`src/rtl/seq_gen_pkg.sv`:
```
// -----------------------------------------------------------------------------
// seq_gen_pkg
//   Shared definitions for the serial pattern generator:
//     - STATE_W : width of the FSM state register
//     - state_t : FSM state encoding (IDLE, SHIFT, PAR, GAP, DONE)
//     - clamp_range() : saturates a requested length/count into [lo, hi]
//   Optional feature macro: SEQ_GEN_PARITY_EN (adds the PAR state).
// -----------------------------------------------------------------------------
package seq_gen_pkg;

  localparam int STATE_W = 3;

  typedef enum logic [STATE_W-1:0] {
    S_IDLE  = 3'd0,
    S_SHIFT = 3'd1,
`ifdef SEQ_GEN_PARITY_EN
    S_PAR   = 3'd2,
`endif
    S_GAP   = 3'd3,
    S_DONE  = 3'd4
  } state_t;

  // Used at capture so a job never has zero bits or zero repetitions and
  // never reads beyond the pattern register.
  function automatic int clamp_range(input int val, input int lo, input int hi);
    if (val < lo) return lo;
    if (val > hi) return hi;
    return val;
  endfunction

endpackage

```
`src/rtl/seq_gen_shreg.sv`:
```
// -----------------------------------------------------------------------------
// seq_gen_shreg
//   Loadable MSB-first shift register with a bit-index counter.
//   On load the used field load_data[load_len-1:0] is left-aligned so the
//   bit to send is always at the top of the register.
//   Ports:
//     clk, rst   : clock, asynchronous active-low reset
//     load       : capture load_data/load_len (has priority over shift)
//     shift      : advance to the next bit
//     load_data  : pattern bits (used field is the low load_len bits)
//     load_len   : number of bits, 1..WIDTH (already clamped by caller)
//     dout       : current serial bit
//     last       : current bit is index 0 (final bit of the repetition)
// -----------------------------------------------------------------------------
module seq_gen_shreg #(
  parameter  int WIDTH = 8,
  localparam int LEN_W = $clog2(WIDTH + 1),
  localparam int IDX_W = (WIDTH > 1) ? $clog2(WIDTH) : 1
) (
  input  logic             clk,
  input  logic             rst,
  input  logic             load,
  input  logic             shift,
  input  logic [WIDTH-1:0] load_data,
  input  logic [LEN_W-1:0] load_len,
  output logic             dout,
  output logic             last
);

  logic [WIDTH-1:0] data;
  logic [IDX_W-1:0] idx;

  // NOTE: sequential state uses non-blocking assignments so every register
  // samples pre-edge values, independent of statement order.
  always_ff @(posedge clk or negedge rst) begin
    if (!rst) begin
      data <= '0;
      idx  <= '0;
    end else if (load) begin
      data <= load_data << (WIDTH - int'(load_len));
      idx  <= IDX_W'(int'(load_len) - 1);
    end else if (shift) begin
      data <= data << 1;
      idx  <= idx - 1'b1;
    end
  end

  assign dout = data[WIDTH-1];
  assign last = (idx == '0);

endmodule

```
`src/rtl/seq_pattern_gen.sv`:
```
// -----------------------------------------------------------------------------
// seq_pattern_gen
//   Moore serial pattern generator. On start (sampled in IDLE) it captures
//   pattern/nbits/reps and shifts pattern[nbits-1:0] out MSB-first, one bit
//   per clock, reps times, with GAP idle cycles between repetitions.
//   Outputs are decoded from registered state only.
//   Optional macro SEQ_GEN_PARITY_EN: an even-parity bit follows each
//   repetition.
//   Ports:
//     clk, rst : clock, asynchronous active-low reset
//     start    : job request (ignored while busy)
//     pattern  : bits to send
//     nbits    : bits per repetition (0 -> 1, >WIDTH -> WIDTH)
//     reps     : repetitions (0 -> 1)
//     x        : serial data, 0 when x_valid is 0
//     x_valid  : x carries a pattern or parity bit
//     busy     : high in every state except IDLE
//     done     : one-cycle pulse after the final bit
// -----------------------------------------------------------------------------
module seq_pattern_gen
  import seq_gen_pkg::*;
#(
  parameter  int WIDTH = 8,
  parameter  int CNT_W = 4,
  parameter  int GAP   = 2,
  localparam int NB_W  = $clog2(WIDTH + 1)
) (
  input  logic             clk,
  input  logic             rst,
  input  logic             start,
  input  logic [WIDTH-1:0] pattern,
  input  logic [NB_W-1:0]  nbits,
  input  logic [CNT_W-1:0] reps,
  output logic             x,
  output logic             x_valid,
  output logic             busy,
  output logic             done
);

  localparam int GAP_W = (GAP > 0) ? $clog2(GAP + 1) : 1;
  localparam logic [GAP_W-1:0] GAP_LOAD = GAP_W'((GAP > 0) ? GAP - 1 : 0);

  state_t           state;
  logic [WIDTH-1:0] cap_pat;
  logic [NB_W-1:0]  cap_nbits;
  logic [CNT_W-1:0] rep_cnt;
  logic [GAP_W-1:0] gap_cnt;
`ifdef SEQ_GEN_PARITY_EN
  logic             par_acc;
`endif

  logic [NB_W-1:0]  nbits_cl;
  logic [CNT_W-1:0] reps_cl;
  logic             more_reps;
  state_t           after_rep;
  logic             sh_load;
  logic             sh_shift;
  logic [WIDTH-1:0] sh_data;
  logic [NB_W-1:0]  sh_len;
  logic             sh_dout;
  logic             sh_last;

  assign nbits_cl  = NB_W'(clamp_range(int'(nbits), 1, WIDTH));
  assign reps_cl   = CNT_W'(clamp_range(int'(reps), 1, (1 << CNT_W) - 1));
  assign more_reps = (rep_cnt != CNT_W'(1));

  // Where the FSM goes once a repetition (data plus optional parity) ends,
  // and whether the shift register must be reloaded for the next one.
  // NOTE: every always_comb output gets a default first so no path can
  // leave it unassigned and infer a latch.
  always_comb begin
    after_rep = S_DONE;
    if (more_reps) after_rep = (GAP == 0) ? S_SHIFT : S_GAP;

    sh_load = 1'b0;
    case (state)
      S_IDLE:  sh_load = start;
`ifdef SEQ_GEN_PARITY_EN
      S_PAR:   sh_load = (after_rep == S_SHIFT);
`else
      S_SHIFT: sh_load = sh_last && (after_rep == S_SHIFT);
`endif
      S_GAP:   sh_load = (gap_cnt == '0);
      default: sh_load = 1'b0;
    endcase
  end

  assign sh_shift = (state == S_SHIFT);
  // First load comes straight from the inputs; reloads use the captured copy.
  assign sh_data  = (state == S_IDLE) ? pattern  : cap_pat;
  assign sh_len   = (state == S_IDLE) ? nbits_cl : cap_nbits;

  seq_gen_shreg #(.WIDTH(WIDTH)) u_shreg (
    .clk       (clk),
    .rst       (rst),
    .load      (sh_load),
    .shift     (sh_shift),
    .load_data (sh_data),
    .load_len  (sh_len),
    .dout      (sh_dout),
    .last      (sh_last)
  );

  always_ff @(posedge clk or negedge rst) begin
    if (!rst) begin
      state     <= S_IDLE;
      cap_pat   <= '0;
      cap_nbits <= '0;
      rep_cnt   <= '0;
      gap_cnt   <= '0;
`ifdef SEQ_GEN_PARITY_EN
      par_acc   <= 1'b0;
`endif
    end else begin
      case (state)
        S_IDLE: begin
          if (start) begin
            cap_pat   <= pattern;
            cap_nbits <= nbits_cl;
            rep_cnt   <= reps_cl;
            state     <= S_SHIFT;
`ifdef SEQ_GEN_PARITY_EN
            par_acc   <= 1'b0;
`endif
          end
        end
        S_SHIFT: begin
`ifdef SEQ_GEN_PARITY_EN
          par_acc <= par_acc ^ sh_dout;
          if (sh_last) state <= S_PAR;
`else
          if (sh_last) begin
            state   <= after_rep;
            gap_cnt <= GAP_LOAD;
            if (more_reps) rep_cnt <= rep_cnt - 1'b1;
          end
`endif
        end
`ifdef SEQ_GEN_PARITY_EN
        S_PAR: begin
          par_acc <= 1'b0;
          state   <= after_rep;
          gap_cnt <= GAP_LOAD;
          if (more_reps) rep_cnt <= rep_cnt - 1'b1;
        end
`endif
        S_GAP: begin
          if (gap_cnt == '0) state <= S_SHIFT;
          else               gap_cnt <= gap_cnt - 1'b1;
        end
        S_DONE:  state <= S_IDLE;
        default: state <= S_IDLE;
      endcase
    end
  end

  always_comb begin
    x       = 1'b0;
    x_valid = 1'b0;
    busy    = (state != S_IDLE);
    done    = (state == S_DONE);
    if (state == S_SHIFT) begin
      x       = sh_dout;
      x_valid = 1'b1;
    end
`ifdef SEQ_GEN_PARITY_EN
    if (state == S_PAR) begin
      x       = par_acc;
      x_valid = 1'b1;
    end
`endif
  end

endmodule

```
`config.mk`:
```
export PLATFORM = sky130hd
export DESIGN_NAME = seq_pattern_gen
export DESIGN_NICKNAME = d
export VERILOG_FILES = /design/src/rtl/seq_gen_pkg.sv /design/src/rtl/seq_gen_shreg.sv /design/src/rtl/seq_pattern_gen.sv
export SDC_FILE = /design/constraint.sdc
export NUM_CORES = 1
export LEC_CHECK = 0
export CAP_MARGIN = 30
export CELL_PAD_IN_SITES_DETAIL_PLACEMENT = 0
export CELL_PAD_IN_SITES_GLOBAL_PLACEMENT = 1
export CORE_ASPECT_RATIO = 2
export CORE_UTILIZATION = 30
export CTS_BUF_LIST = sky130_fd_sc_hd__clkbuf_2 sky130_fd_sc_hd__clkbuf_4 sky130_fd_sc_hd__clkbuf_8
export CTS_CLUSTER_DIAMETER = 150
export CTS_CLUSTER_SIZE = 20
export DETAILED_ROUTE_END_ITERATION = 10
export PLACE_DENSITY_LB_ADDON = 0.3
export SLEW_MARGIN = 20
export SYNTH_ARGS = -nofsm -noshare
export SYNTH_HDL_FRONTEND = slang
export SYNTH_SLANG_ARGS = --single-unit
```
`constraint.sdc`:
```
create_clock -name clk -period 2.81 [get_ports clk]
set_input_delay 0.7025 -clock clk [delete_from_list [all_inputs] [get_ports clk]]
set_output_delay 0.7025 -clock clk [all_outputs]
set_load 0.005 [all_outputs]
```
==> results of run 1 <==
==> power by group <==
| group | internal (uW) | switching (uW) | total, uW |
|---|---|---|---|
| clock | 219 | 175 | 394 |
| sequential | 674 | 165 | 838 |
| combinational | 919 | 1020 | 1940 |
| total | 1810 | 1360 | 3180 |
==> layer usage <==
layer,track usage (%),vias up
li1,-,985
met1,15.1,957
met2,33.9,54
met3,2.86,22
met4,12.4,0
met5,0,-
==> worst reg2reg max path: stages (launching register included) <==
cell and delay, ns:
dfrtp_1 0.39, nor3_2 0.27, inv_2 0.11, nor3_1 0.20, a21oi_1 0.09, ha_2 0.20
nand2b_1 0.15, nor2_1 0.24, nor2_1 0.13, a32oi_1 0.30, o311ai_0 0.15
==> metrics by stage <==
stage | TNS (ns) | hold slack (ns)
after floorplan | 0 | 0.407
after global placement | -0.442 | 0.494
after detailed placement | -0.818 | 0.497
after CTS | 0 | 0.515
after global routing | -0.0386 | 0.543
final | 0 | 0.515
==> how the worst min path moves through the flow <==
stage | slack [ns] | to | depth (start not counted)
detailed placement | 0.50 | u_shreg.data[0] | 1
global placement | 0.49 | cap_pat[7] | 1
floorplan | 0.41 | cap_nbits[0] | 0
global route | 0.54 | u_shreg.data[0] | 1
CTS | 0.51 | u_shreg.data[0] | 1
finish | 0.51 | cap_pat[7] | 1
==> area by class of cell <==
class	count	area, sq um
Timing Repair Buffer	47	408
Multi-Input combinational cell	189	1330
Sequential cell	32	801
Inverter	10	37.5
Tap cell	90	113
Clock buffer	8	97.6
Fill cell	740	4260
==> synth_stat cells (all sizes together) (2+ instances only) <==
library cell and n:
or2 2, nand4b 2, xnor2 3, mux2i 7
a211o 3, dfrtp 32, nor2 17, a22o 3
o21a 3, inv 10, o21ai 17, ha 5
a32o 2, a31oi 3, nand2b 5, xor2 2
nor4 4, o22a 2, clkbuf 6, nand2 23
nand4 3, o21bai 3, mux2 13, or4 2
nand3 11, and2 5, o2111ai 3, buf 7
or3b 2, a211oi 5, a21oi 13, nor2b 2
nor3 9, o211ai 3
==> kinds of logic after synthesis <==
kind of cell	count (synthesis)
multiplexers	20
flip-flops	32
XOR/XNOR	5
AO/OA/AOI/OAI	70
buffers and inverters	23
AND/OR/NAND/NOR	89
adder cells (fa/ha/maj)	5
==> sequential cells by signal, indices dropped and copies added (netlist names) <==
register	cells
u_shreg.idx	3
gap_cnt	2
cap_pat	8
cap_nbits	4
u_shreg.data	8
rep_cnt	4
state	3
==> run metrics, run 1 <==
clk_skew 0.00209 ns; Worst path depth 11; Starting DRT DRC Count 71; post-CTS sizing 0; type of origin of the critical path input port; hpwl dp 4750 um; R2R Setup Slk 0.43 ns; Worst Setup Slack, final 0.166 ns; slowest CP cell clkdlybuf4s50_1; gr usage total 17.1%; final non-filler cell total 376; CTS sink cnt 32; count of buffer and inverter cells on the critical path 2; critical path class in -> reg; hold_buf cts 0; total power draw 3180 uW; measured slew at the worst slew-check pin 0.604 ns; Arr. time, crit path 2.88 ns; synth warn 0; asr flop ratio synth 100%; Mapped Cells 244; DIE WIDTH 62.7 um; clk_lat worst skew 0.29 ns; max incr delay on CP 0.41 ns; Core Region 7050 sq um; CP Launch Point nbits[0]; Final Setup Violations 0; Die Area 7730 sq um; vias in the first global route 2060; CP endpoint u_shreg.data[1]; gr ovfl total 0; Met3 Wirelength 173 um; Top delay family on crit path simple AND/OR/NAND/NOR gates; leak pwr 0.00115 uW; Rel. slew slack 59.7%; DRT met1 WL 2100 um; Fin. Hold Viols 0; simple-gate portion of the synthesized area 20.9%; utilization after layout 39.6%; uppermost layer routed met4; crit end category register; Mapped Area 2210 sq um; Avg WL per Cell 16.1 um; commonest non-fill, non-tap cell in the layout dfrtp_1; fraction of synthesized cell area in xor and xnor cells 2.66%; adder-cell area share of the yosys netlist 2.83%; fin nets 309; root buf cell clkbuf_8; Antenna Nets Post-Route 0; total number of vias 2018; Max FO, Critical Path 5; status finished, final reports clean; CTS Buffer Depth 2; syn_area_per_cell 9.05 sq um; largest net degree at the start of global routing 33; Hold Crit Start cap_pat[7]; Design Area, Final 2790 sq um; final worst path period need 2.64 ns; max-slew violations 0; number of synthesized flops with an enable pin 0; # IOs 23; Yosys reg bits 32; Crit path top cell by count nor3_1; postcts setup bufs 0; top post-synthesis cells by area dfrtp_1, mux2_2, nand2_1; routability cong. 0.867; area of placed instances 2660 sq um; initial antenna violation count 0; H-tree levels 2; first-pass GRT wire length 9830 um; IO buf count 22; Vias per Instance 5.37; Syn Nets 268; worst min-delay path class reg -> reg; CTS tree built; register clock-pin slew on the reported worst setup and hold paths 0.07 ns; Yosys cell types 61; Num CTS Buffers 5; Max-Cap Viols 0; sequential area share after synthesis 36.3%; pwr dens 1140 nW/um^2; Post-Route WL 6040 um; Primary FF master, synth dfrtp_1; row cnt 43; Inserted Diodes 0; largest family of logic cells by synthesized area compound AO/OA/AOI/OAI gates; Post-Place Setup Slack -0.215 ns; Max rail drop VDD 0.443 mV; most frequent cells in the layout dfrtp_1, buf_4, nand2_1; R2R Path Start state[1]; drt drc 0; worst flop-to-flop path endpoint u_shreg.data[6]; Yosys top cell area share 36.3%; Die Height 123 um; worst-path cell chain clkdlybuf4s50_1 -> o21ba_2 -> nor3_1 -> a21oi_1 -> ha_2 -> nor2b_2 -> nor3_1 -> buf_4 -> or3_1 -> nor4_2 -> o22a_1; Max Clk Rate 378 MHz; met2 wire length 3460 um; period utilisation layout 94.1%; post-synthesis mux area share 10.4%; compound-cell area share of the yosys netlist 22.3%; Synth area leader dfrtp_1; share of layout cells above drive strength 1 23.4%; Req. time, crit path 3.04 ns; placed insts 368; P&R area growth vs syn 26.3%; drt pass-1 iters 4; initial core utilization 31.3%; cell depth of the worst flop-to-flop path 10
Note: power is estimated with default switching activity, not from simulation.
==> inputs of run 2 (changes only) <==
CAP_MARGIN = 20   (was 30)
CORE_UTILIZATION = 41   (was 30)
clock period = 2.4 ns   (was 2.81 ns; I/O delays follow)
==> run metrics, run 2 (synthesis results as in run 1) <==
Die Height 106 um; vias in the first global route 2286; total number of vias 2161; Starting DRT DRC Count 30; most frequent cells in the layout buf_4, dfrtp_1, nand2_1; period utilisation layout 98.0%; worst min-delay path class reg -> reg; worst-path cell chain buf_4 -> nor3_4 -> inv_4 -> nor3_4 -> a21oi_4 -> ha_4 -> buf_6 -> nand4b_1 -> a2111oi_4 -> a211o_1; Max rail drop VDD 0.812 mV; max incr delay on CP 0.39 ns; routability cong. 0.887; Rel. slew slack 64.0%; Fin. Hold Viols 0; row cnt 37; Inserted Diodes 0; Worst Setup Slack, final 0.0477 ns; H-tree levels 2; Crit path top cell by count nor3_4; fin nets 332; drt pass-1 iters 5; crit end category register; FILL cells 470; register clock-pin slew on the reported worst setup and hold paths 0.07 ns; Die Area 5700 sq um; Core Region 5140 sq um; Post-Place Setup Slack -0.487 ns; Num CTS Buffers 5; DIE WIDTH 53.9 um; hpwl dp 4920 um; P&R area growth vs syn 39.9%; initial antenna violation count 0; clk_lat worst skew 0.30 ns; final worst path period need 2.35 ns; first-pass GRT wire length 10700 um; CTS sink cnt 32; CTS Buffer Depth 2; IO buf count 22; Design Area, Final 3090 sq um; Max Clk Rate 425 MHz; gr usage total 26.4%; measured slew at the worst slew-check pin 0.538 ns; slowest CP cell a2111oi_4; clk_skew 0.00417 ns; pwr dens 1410 nW/um^2; Max-Cap Viols 0; Vias per Instance 5.89; commonest non-fill, non-tap cell in the layout buf_4; # IOs 23; Arr. time, crit path 2.60 ns; Req. time, crit path 2.64 ns; status finished, final reports clean; type of origin of the critical path register; gr ovfl total 0; count of buffer and inverter cells on the critical path 3; Final Setup Violations 0; Post-Route WL 6560 um; share of layout cells above drive strength 1 33.7%; drt drc 0; Antenna Nets Post-Route 0; leak pwr 0.00134 uW; critical path class reg -> reg; Max FO, Critical Path 8; max-slew violations 0; Top delay family on crit path simple AND/OR/NAND/NOR gates; Avg WL per Cell 17.9 um; initial core utilization 43.0%; area of placed instances 2740 sq um; root buf cell clkbuf_8; largest net degree at the start of global routing 33; CTS tree built; Regs by FF count cap_pat: 8 flops, u_shreg.data: 8 flops
==> run 2: cell type report <==
cell class                      count  area [sq um]  area share, %
Multi-Input combinational cell    189          1480           47.7
Sequential cell                    32           801           25.9
Timing Repair Buffer               70           609           19.7
Clock buffer                        6          82.6           2.67
Tap cell                           58          72.6           2.35
Inverter                           10          40.0           1.30
Clock inverter                      2          10.0          0.324
==> run 2: final timing paths <==
path                             from         endpoint  slack [ns]  depth (start not counted)
min in group asynchronous         rst       gap_cnt[1]        0.69                          2
max in group asynchronous         rst       cap_pat[0]        1.38                          2
hold / removal             cap_pat[7]       cap_pat[7]        0.51                          1
setup reg to reg             state[2]  u_shreg.data[7]        0.05                         10
setup / recovery             state[2]  u_shreg.data[7]        0.05                         10
hold reg to reg            cap_pat[7]       cap_pat[7]        0.51                          1
==> run 2: worst register-to-register path, cell delays in order (launching register included) <==
cell and delay [ns]:
dfrtp_1 0.38, buf_4 0.15, nor3_4 0.24, inv_4 0.10
nor3_4 0.16, a21oi_4 0.06, ha_4 0.26, buf_6 0.13
nand4b_1 0.27, a2111oi_4 0.39, a211o_1 0.13
==> run 2: what timing repair did <==
action	CTS	global route
hold buffers	0	0
endpoints found under the setup margin	10	10
endpoints found under the hold margin	0	0
setup buffers	7	2
cloned	0	0
resized for setup	17	25
pin swaps	5	7
==> run 2: power breakdown <==
group / leakage (uW) / switching, uW / internal [uW]
Combinational: 0.000895 / 1470 / 1440
Clock: 0.0000510 / 223 / 229
Sequential: 0.000395 / 210 / 788
Total: 0.00134 / 1910 / 2460
==> run 2: metrics by stage <==
stage               hold WS (ns)  std cells  TNS, ns  total power [uW]  util (%)
detailed placement         0.494        351    -3.27              3460      53.4
finish                     0.509        367        0              4370      60.1
CTS                        0.510        366        0              4100      57.4
floorplan                  0.304        244        0              2520         -
global placement           0.495        351    -2.64              3410      53.4
global route               0.541        367  -0.0133              4690      60.1
==> run 2: per-layer routing <==
layer  part of all wire [%]  GRT usage (%)
met5                      0              0
met4                    7.2           18.6
met3                    3.2           5.63
met2                     56           47.3
met1                     33           23.9
==> inputs of run 3 (changes only) <==
CAP_MARGIN = default   (was 20)
HOLD_SLACK_MARGIN = 0.06   (was default)
==> results of run 3 <==
The final DEF is identical to that of run 2; final timing and power are the same.
